$ cat config.mk
export PLATFORM = sky130hd
export DESIGN_NAME = impor_feeder
export DESIGN_NICKNAME = d
export VERILOG_FILES = /design/src/rtl/impor_feeder.sv
export SDC_FILE = /design/constraint.sdc
export NUM_CORES = 1
export LEC_CHECK = 0
export CAP_MARGIN = 15
export CORE_MARGIN = 2
export CORE_UTILIZATION = 55
export CTS_CLUSTER_DIAMETER = 60
export CTS_CLUSTER_SIZE = 20
export DETAILED_ROUTE_END_ITERATION = 7
export PLACE_DENSITY = 0.73
export SYNTH_ARGS = -nofsm -noshare
export SYNTH_HDL_FRONTEND = slang
export SYNTH_SLANG_ARGS = --single-unit
$ cat constraint.sdc
create_clock -name i_clk -period 5.3 [get_ports i_clk]
set_input_delay 0.795 -clock i_clk [delete_from_list [all_inputs] [get_ports i_clk]]
set_output_delay 0.795 -clock i_clk [all_outputs]
set_load 0.005 [all_outputs]
$ cat src/rtl/impor_feeder.sv
// -----------------------------------------------------------------------------
// impor_feeder
//   Upstream feeder for the IMPOR core. Host-written 3-bit symbols and their
//   per-frame modes are queued in a FIFO. Complete frames are handed to IMPOR
//   one at a time, and only while IMPOR reports ready. After a frame is sent,
//   the feeder waits for the falling edge of IMPOR's out_valid before it
//   starts the next frame.
//
// Parameters
//   DEPTH    FIFO entries (power of two, 2..64); also the maximum frame length.
//   TIMEOUT  WAIT-state watchdog limit in cycles (timeout build only).
//
// Optional feature
//   IMPOR_FEEDER_TIMEOUT_EN  When defined, a watchdog runs in WAIT. If the
//                            completion edge has not arrived after TIMEOUT
//                            cycles, o_err pulses for one cycle and the FSM
//                            returns to IDLE. When undefined, WAIT waits
//                            indefinitely and o_err is tied low.
//
// Ports
//   i_clk          clock; all logic on the rising edge
//   i_rst_n        asynchronous active-low reset
//   i_wr_valid     host write strobe
//   i_wr_data[2:0] symbol
//   i_wr_mode[2:0] mode; only the value on a frame's first entry is used
//   i_wr_last      marks the final symbol of a frame
//   o_wr_ready     FIFO not full (combinational)
//   i_ready        IMPOR idle/accepting; sampled only in IDLE
//   i_out_valid    IMPOR result valid; its falling edge ends a frame
//   o_in[2:0]      symbol to IMPOR (registered)
//   o_mode[2:0]    mode to IMPOR (registered; nonzero only on the first symbol)
//   o_in_valid     symbol strobe to IMPOR (registered)
//   o_busy         FSM is not in IDLE (registered)
//   o_frame_cnt    completed frames, wraps at 255
//   o_err          one-cycle watchdog timeout pulse
//
// FSM states
//   IDLE | waiting for ready and a complete (or forced-flush) frame
//   SEND | popping one entry per cycle toward IMPOR
//   WAIT | frame sent; waiting for the out_valid falling edge
// -----------------------------------------------------------------------------
module impor_feeder #(
  parameter int DEPTH   = 16,
  parameter int TIMEOUT = 255
) (
  input  logic       i_clk,
  input  logic       i_rst_n,
  input  logic       i_wr_valid,
  input  logic [2:0] i_wr_data,
  input  logic [2:0] i_wr_mode,
  input  logic       i_wr_last,
  output logic       o_wr_ready,
  input  logic       i_ready,
  input  logic       i_out_valid,
  output logic [2:0] o_in,
  output logic [2:0] o_mode,
  output logic       o_in_valid,
  output logic       o_busy,
  output logic [7:0] o_frame_cnt,
  output logic       o_err
);

  localparam int AW = $clog2(DEPTH);
  localparam int CW = AW + 1;

  if (DEPTH < 2 || DEPTH > 64 || (DEPTH & (DEPTH - 1)) != 0 || TIMEOUT < 1) begin : g_param_check
    $error("impor_feeder: DEPTH must be a power of two in 2..64 and TIMEOUT >= 1");
  end

  typedef enum logic [1:0] {
    S_IDLE = 2'd0,
    S_SEND = 2'd1,
    S_WAIT = 2'd2
  } state_t;

  state_t r_state;
  state_t w_state_nxt;

  // FIFO storage: entry = {last, mode, data}
  logic [6:0]    r_mem [DEPTH];
  logic [AW-1:0] r_wr_ptr;
  logic [AW-1:0] r_rd_ptr;
  logic [CW-1:0] r_count;
  logic [CW-1:0] r_pend;
  logic [CW-1:0] r_sym_cnt;

  logic [6:0]    w_head;
  logic          w_head_last;
  logic [2:0]    w_head_mode;
  logic [2:0]    w_head_data;
  logic          w_full;
  logic          w_push;
  logic          w_pop;
  logic          w_avail;
  logic          w_fall;
  logic          w_timeout;

  logic [2:0]    w_in_d;
  logic [2:0]    w_mode_d;
  logic          w_in_valid_d;

  logic [2:0]    r_in;
  logic [2:0]    r_mode;
  logic          r_in_valid;
  logic          r_busy;
  logic [7:0]    r_frame_cnt;
  logic          r_ov_prev;

  assign w_head      = r_mem[r_rd_ptr];
  assign w_head_last = w_head[6];
  assign w_head_mode = w_head[5:3];
  assign w_head_data = w_head[2:0];

  // wr_ready deliberately ignores a same-cycle pop: a full FIFO refuses the write.
  assign w_full     = (r_count == CW'(DEPTH));
  assign o_wr_ready = ~w_full;
  assign w_push     = i_wr_valid & ~w_full;

  // A full FIFO with no complete frame inside is flushed as one DEPTH-symbol frame.
  assign w_avail = (r_pend != '0) | w_full;

  assign w_fall = (r_state == S_WAIT) & r_ov_prev & ~i_out_valid;

  // ---------------------------------------------------------------------------
  // FIFO and pending-frame bookkeeping
  // ---------------------------------------------------------------------------
  always_ff @(posedge i_clk or negedge i_rst_n) begin
    if (!i_rst_n) begin
      for (int i = 0; i < DEPTH; i++) begin
        r_mem[i] <= '0;
      end
      r_wr_ptr <= '0;
      r_rd_ptr <= '0;
      r_count  <= '0;
      r_pend   <= '0;
    end else begin
      if (w_push) begin
        r_mem[r_wr_ptr] <= {i_wr_last, i_wr_mode, i_wr_data};
        r_wr_ptr        <= r_wr_ptr + AW'(1);
      end
      if (w_pop) begin
        r_rd_ptr <= r_rd_ptr + AW'(1);
      end
      case ({w_push, w_pop})
        2'b10:   r_count <= r_count + CW'(1);
        2'b01:   r_count <= r_count - CW'(1);
        default: r_count <= r_count;
      endcase
      case ({w_push & i_wr_last, w_pop & w_head_last})
        2'b10:   r_pend <= r_pend + CW'(1);
        2'b01:   r_pend <= r_pend - CW'(1);
        default: r_pend <= r_pend;
      endcase
    end
  end

  // ---------------------------------------------------------------------------
  // FSM: state register (busy tracks the next state so it is aligned with it)
  // ---------------------------------------------------------------------------
  always_ff @(posedge i_clk or negedge i_rst_n) begin
    if (!i_rst_n) begin
      r_state <= S_IDLE;
      r_busy  <= 1'b0;
    end else begin
      r_state <= w_state_nxt;
      r_busy  <= (w_state_nxt != S_IDLE);
    end
  end

  // ---------------------------------------------------------------------------
  // FSM: next-state logic
  // ---------------------------------------------------------------------------
  always_comb begin
    w_state_nxt = r_state;
    case (r_state)
      S_IDLE: begin
        if (i_ready && w_avail) begin
          w_state_nxt = w_head_last ? S_WAIT : S_SEND;
        end
      end
      S_SEND: begin
        // r_sym_cnt counts entries already popped; this pop is number r_sym_cnt+1.
        if (w_head_last || (r_sym_cnt == CW'(DEPTH - 1))) begin
          w_state_nxt = S_WAIT;
        end
      end
      S_WAIT: begin
        if (w_fall || w_timeout) begin
          w_state_nxt = S_IDLE;
        end
      end
      default: w_state_nxt = S_IDLE;
    endcase
  end

  // ---------------------------------------------------------------------------
  // FSM: output logic (values registered into the IMPOR-facing outputs)
  // ---------------------------------------------------------------------------
  always_comb begin
    w_pop        = 1'b0;
    w_in_d       = 3'd0;
    w_mode_d     = 3'd0;
    w_in_valid_d = 1'b0;
    case (r_state)
      S_IDLE: begin
        if (i_ready && w_avail) begin
          w_pop        = 1'b1;
          w_in_d       = w_head_data;
          w_mode_d     = w_head_mode;
          w_in_valid_d = 1'b1;
        end
      end
      S_SEND: begin
        w_pop        = 1'b1;
        w_in_d       = w_head_data;
        w_in_valid_d = 1'b1;
      end
      default: begin
        w_pop        = 1'b0;
      end
    endcase
  end

  // ---------------------------------------------------------------------------
  // Registered outputs, frame length tracking and completion detection
  // ---------------------------------------------------------------------------
  always_ff @(posedge i_clk or negedge i_rst_n) begin
    if (!i_rst_n) begin
      r_in        <= 3'd0;
      r_mode      <= 3'd0;
      r_in_valid  <= 1'b0;
      r_sym_cnt   <= '0;
      r_frame_cnt <= 8'd0;
      r_ov_prev   <= 1'b0;
    end else begin
      r_in       <= w_in_d;
      r_mode     <= w_mode_d;
      r_in_valid <= w_in_valid_d;
      if (w_pop) begin
        r_sym_cnt <= (r_state == S_IDLE) ? CW'(1) : r_sym_cnt + CW'(1);
      end
      if (w_fall) begin
        r_frame_cnt <= r_frame_cnt + 8'd1;
      end
      // Held low outside WAIT so only a level seen during WAIT can form an edge;
      // out_valid already high on WAIT entry becomes the "previous 1" next cycle.
      r_ov_prev <= (r_state == S_WAIT) ? i_out_valid : 1'b0;
    end
  end

`ifdef IMPOR_FEEDER_TIMEOUT_EN
  localparam int TW = ($clog2(TIMEOUT + 1) > 8) ? $clog2(TIMEOUT + 1) : 8;

  logic [TW-1:0] r_wait_cnt;

  // Holds the number of completed WAIT cycles; the FSM leaves WAIT at
  // TIMEOUT-1 at the latest, so the counter never wraps.
  always_ff @(posedge i_clk or negedge i_rst_n) begin
    if (!i_rst_n) begin
      r_wait_cnt <= '0;
    end else if (r_state == S_WAIT) begin
      r_wait_cnt <= r_wait_cnt + TW'(1);
    end else begin
      r_wait_cnt <= '0;
    end
  end

  // A completion edge in the final cycle wins over the timeout.
  assign w_timeout = (r_state == S_WAIT) & ~w_fall & (r_wait_cnt == TW'(TIMEOUT - 1));
`else
  assign w_timeout = 1'b0;
`endif

  assign o_in        = r_in;
  assign o_mode      = r_mode;
  assign o_in_valid  = r_in_valid;
  assign o_busy      = r_busy;
  assign o_frame_cnt = r_frame_cnt;
  assign o_err       = w_timeout;

endmodule

Word level (Yosys, flattened, before mapping)
Cells that the tools add are included.

Bits in registers: 154. Word-level logic and storage cells: 86.

Bitwise gates (word level): 10. Reduce and logical (&&, ||, !) cells: 8. $add $sub $neg: 8. Magnitude comparators: 3. Multiplexer cells: 21. Equal/unequal tests: 8.

Operators by type and width (count): 112-bit bitwise mux (1); 7-bit binary-select mux with 4-bit select (1); 7-bit demux with 4-bit select (1); 7-bit two-way mux (3); 5-bit case mux with 2 select lines (2); 5-bit by 1-bit adder with 5-bit output, second input constant (3); 5-bit >= comparator, second input constant (2); 4-bit inverter with 5-bit output (2); 5-bit by 1-bit subtractor with 5-bit output, second input constant (2); 3-bit two-way mux (3); 4-bit by 1-bit adder with 4-bit output, second input constant (2); 8-bit by 1-bit adder with 8-bit output, second input constant (1); 2-bit two-way mux (4); 2-bit by 1-bit equality test with 1-bit output, second input constant (3); 2-bit equality test, second input constant (3); 2-bit case mux with 3 select lines (1); 3-bit case mux with 2 select lines (1); 2-bit nonzero test (3); 1-bit bitwise AND (5); 5-bit by 4-bit equality test with 1-bit output, second input constant (1); 5-bit equality test, second input constant (1); 5-bit by 1-bit < comparator with 1-bit output, second input constant (1); 5-bit two-way mux (1); 5-bit nonzero test (1); other kinds (7) (10).

Depth between registers and ports, before layout
Word-level depth: 8. Depth in mapped cells: 15. Depth with buffers taken out: 13.

Least setup slack after synthesis
OpenSTA, ideal clock, no wires.

Kind: input to register. Start: input i_ready. End: register r_pend[4]. Setup time: 0.079 ns. Cell stages on the path: 13. Data required time: 5.221 ns. Arrival: 3.002 ns. Slack: 2.218 ns. Cell sequence: inv_1 a31o_2 a21o_1 buf_2 nor2_1 ha_1 clkbuf_1 xor2_1 ha_1 a31oi_1 or2_2 a21oi_1 xor2_1.

Cells in the longest elaborated chain, start to end: 6. Elaborated cells between the ends (all ways): 8. Those cells by class: 2 x eq/ne; 3 x mux; 1 x bitwise; 2 x reduce/logical.

Ends and longest elaborated chain: start: declaration (RTL line 53) `input logic i_ready,`; 1-bit logical AND (*) (RTL line 206) `if (i_ready && w_avail) begin`; 1-bit two-way mux (*) (RTL line 206); 1-bit case mux with 2 select lines (*) (RTL line 204) `case (r_state)`; 1-bit bitwise AND (*) (RTL line 149) `case ({w_push & i_wr_last, w_pop & w_head_last})`; 2-bit by 1-bit equality test with 1-bit output / 2-bit equality test (equally long branches) (RTL line 149); 5-bit case mux with 2 select lines / 2-bit nonzero test (equally long branches); end signal: assignment (RTL line 150) `2'b10: r_pend <= r_pend + CW'(1);`; end signal: assignment (RTL line 151) `2'b01: r_pend <= r_pend - CW'(1);`; end signal: assignment (RTL line 152) `default: r_pend <= r_pend;`; end: declaration (RTL line 84) `logic [CW-1:0] r_pend;`.

Mark *: on every way between the ends. The rest lies on a longest branch, timed or not. A chain may end at the register's enable or synchronous reset.

Worst setup path after layout
Start: register r_rd_ptr[2]. End: register r_pend[4].

Cells in the longest elaborated chain, start to end: 7. Elaborated cells between the ends (all ways): 9. Those cells by class: 2 x eq/ne; 4 x mux; 2 x bitwise; 1 x reduce/logical.

Ends and longest elaborated chain: start: declaration (RTL line 82) `logic [AW-1:0] r_rd_ptr;`; start signal: assignment (RTL line 142) `r_rd_ptr <= r_rd_ptr + AW'(1);`; 4-bit inverter with 5-bit output (not written as such) (*) (RTL line 109) `assign w_head = r_mem[r_rd_ptr];`; 7-bit binary-select mux with 4-bit select (*) (RTL line 109); 7-bit two-way mux (not written as such) (*) (2 in series) (RTL line 109); 1-bit bitwise AND (*) (RTL line 149); 2-bit by 1-bit equality test with 1-bit output / 2-bit equality test (equally long branches) (RTL line 149); 5-bit case mux with 2 select lines / 2-bit nonzero test (equally long branches).

Mark *: on every way between the ends. The rest lies on a longest branch, timed or not. The select of a mux whose other input is x is not followed.

==> flow_summary.json <==
{
  "fill_cells": 949,
  "start_util_pct": 56.59,
  "layout_setup_ws_ns": 1.847,
  "critical_path.top_delay_family": "flip-flops",
  "cts.sinks": 154,
  "maxCapViolCount": 0,
  "crit_arrival_ns": 3.80,
  "vias_per_cell": 5.849,
  "synth_edf_count": 0,
  "cts_hold_buf": 0,
  "synth_top_area_share_pct": 53.53,
  "fin_crit_ns": 3.453,
  "fmax_mhz": 289.6,
  "gp_congestion": 0.7465,
  "clockRootBuffer": "clkbuf_16",
  "core_region_area_um2": 12720,
  "fin_tns_setup_ns": 0,
  "p_per_area_nw_per_um2": 640.7,
  "clock_latency_ns": 0.42,
  "syn-num-nets": 515,
  "switching_share_pct": 31.28,
  "ys.flop_type": "dfrtp_1",
  "path_max_fanout": 20,
  "postSynth.asyncResetShare_pct": 100.0,
  "syn_area_um2": 7199,
  "cts_tree": "built",
  "relSlewSlack_pct": 33.83,
  "dp_cells": 662,
  "irDropWorstVdd_uv": 330.4,
  "power_mw": 5.255,
  "yosys_warnings": 0,
  "ys_ff_latch": 154,
  "routed_wl_um": 14230,
  "status": "finished clean",
  "area_delta_synth_final_pct": 13.92,
  "numCtsBuffers": 17,
  "num_rows": 41,
  "ys_types": 43,
  "p_seq_share_pct": 40.1,
  "grt_pass1_wl_um": 23560,
  "post_cts_buffers": 0,
  "holdCritPathClass": "reg -> reg",
  "wl_per_cell_um": 20.50,
  "gr-total-overflow": 0,
  "die_w_um": 118.4,
  "cts_resized": 0,
  "nets": 538,
  "tightest_slew_ns": 0.9925,
  "io_pins": 30,
  "fin_skew_ns": 0.007735,
  "p_comb_share_pct": 36.0,
  "whs_ns": 0.4696,
  "clock_path_buffers": 2,
  "power.switching_mw": 1.644,
  "hold_viol": 0,
  "htreeDepth": 4,
  "die_h_um": 118.4,
  "ant_nets": 0,
  "slowest_delay_ns": 0.66,
  "grt_setup_unrepaired": "no",
  "path_buf_inv": 1,
  "setup_violations": 0,
  "synth_area_leaders": "dfrtp_1 (54%), mux2_2 (18%), mux4_2 (11%)",
  "diodes": 0,
  "crit_path_top_delay_cell": "dfrtp_1",
  "yosysMostFrequentCell": "dfrtp_1",
  "cp.required_ns": 5.64,
  "post-synth-top-area-cell": "dfrtp_1",
  "drt-initial-drc-count": 350,
  "synth_cells": 486,
  "drc": 0,
  "ys_seq_area_share_pct": 53.53,
  "critPathKind": "reg -> reg",
  "layout.cells.non_filler": 694,
  "path_cells": "buf_4 > mux4_2 > nand2_1 > nand3_1 > o21ai_0 > nor2_1 > ha_1 > xor2_1 > ha_1 > o21a_1 > o21ai_0 > nand3b_1 > a21oi_1 > xor2_1",
  "p_int_mw": 3.611,
  "clk_pin_slew_ns": 0.06,
  "end_kind": "flop",
  "portBuffers": 28,
  "pwr-share-clk_pct": 23.9,
  "dr.pass1.iters": 4,
  "worst_setup_path_start_kind": "flop",
  "vias": 4059,
  "grt_pass1_vias": 4335,
  "grt_use_total_pct": 22.03,
  "yosys-top-cells-count": "dfrtp_1 (154), mux2_2 (116), mux4_2 (34), nand2_1 (18), ha_1 (16)",
  "antenna_found_initial": 0,
  "fp.dieArea_um2": 14020,
  "grt_max_degree": 110,
  "post-route-period-util_pct": 65.15,
  "place_hpwl_um": 9192,
  "dp_slack_ns": 1.676,
  "drive_above_1_share_pct": 39.27,
  "p_leak_nw": 3.581,
  "slew_violations": 0,
  "synth.avg_cell_area_um2": 14.81
}
## worst reg2reg max path: stages, from the launching register on
cell      delay [ns]
dfrtp_1         0.66
buf_4           0.41
mux4_2          0.39
nand2_1         0.10
nand3_1         0.07
o21ai_0         0.18
nor2_1          0.12
ha_1            0.34
xor2_1          0.18
ha_1            0.23
o21a_1          0.17
o21ai_0         0.14
nand3b_1        0.09
a21oi_1         0.16
xor2_1          0.15
## final timing paths
path	start	cells after the start	slack [ns]	end
min in group asynchronous	i_rst_n	1	0.48	r_count[0]$_DFFE_PN0P_
setup reg to reg	r_rd_ptr[2]$_DFFE_PN0N_	14	1.85	r_pend[4]$_DFFE_PN0P_
hold / removal	o_frame_cnt[7]$_DFFE_PN0P_	1	0.47	o_frame_cnt[7]$_DFFE_PN0P_
hold reg to reg	o_frame_cnt[7]$_DFFE_PN0P_	1	0.47	o_frame_cnt[7]$_DFFE_PN0P_
max in group asynchronous	i_rst_n	2	3.62	r_mem[74]$_DFFE_PN0P_
setup / recovery	r_rd_ptr[2]$_DFFE_PN0N_	14	1.85	r_pend[4]$_DFFE_PN0P_
## power groups by stage
stage	clock (mW)	sequential, mW	combinational (mW)
final	1.25	2.11	1.89
after global routing	1.33	2.18	2.05
after CTS	1.27	2.10	1.91
after detailed placement	0	2.11	1.89
after global placement	0	2.08	1.83
after floorplan	0	1.93	1.58
## sequential cells by signal, summed over array words and instances, names as in the netlist, 2 cells and up
name / cells
r_mem: 112
o_frame_cnt: 8
r_count: 5
r_pend: 5
r_sym_cnt: 5
r_rd_ptr: 4
r_wr_ptr: 4
o_in: 3
o_mode: 3
r_state: 2
## cell usage in the layout, fill, tap and decap left out, types with 2 or more instances in the layout
cell and instances:
nor3_1 3, nand3_2 12, dfrtp_1 153, mux4_2 34, nand4_2 4, mux2_2 116
a21oi_1 6, xor2_1 12, nor2_1 6, ha_1 16, buf_4 4, o2bb2ai_1 3
clkinvlp_4 5, bufinv_16 4, nand3_1 7, o21ai_0 8, mux2i_1 2, and3_1 4
xnor2_1 13, a32o_1 2, clkdlybuf4s50_1 27, inv_1 8, clkbuf_1 2, a21o_1 3
nand2_1 18, clkbuf_16 17, clkinv_2 4, nor4b_1 3, nor2b_1 5, a211oi_1 2
nand4_1 3
## area by class of cell
| cell class | count | area (µm²) | share of cell area (%) |
|---|---|---|---|
| flip-flops and latches | 154 | 3855 | 47.00 |
| clock buffers | 19 | 432.9 | 5.278 |
| inverters | 10 | 37.54 | 0.4577 |
| multi-input cells | 294 | 3172 | 38.67 |
| clock inverters | 13 | 177.7 | 2.166 |
| repair buffers | 32 | 311.5 | 3.799 |
| well taps | 172 | 215.2 | 2.624 |
## cells by family (layout without fill, tap and decap cells)
group	after synthesis	after routing	share of synthesized area (%)
flip-flops	154	154	53.53
AO/OA/AOI/OAI	28	28	2.555
buffers and inverters	38	74	2.416
multiplexers	152	152	29.06
other	1	1	0.05209
adder cells (fa/ha/maj)	17	17	3.059
AND/OR/NAND/NOR	71	71	6.291
XOR/XNOR	25	25	3.041
## per-layer routing
metal	part of all wire (%)	track usage (%)	vias up	routed length, µm
met5	0	0	-	0
met4	1.7	7.664	0	239
met3	2.7	4.440	17	386
met2	51	36.71	61	7217
met1	45	28.98	2152	6383
li1	-	-	1829	-
## through the flow
stage	utilization (%)	cell area (µm²)
2_1_floorplan	-	7199
3_3_place_gp	59.67	7591
3_5_place_dp	59.67	7591
4_1_cts	64.47	8202
5_1_grt	64.47	8202
6_report	64.47	8202
Power figures use the tool's default switching activity.
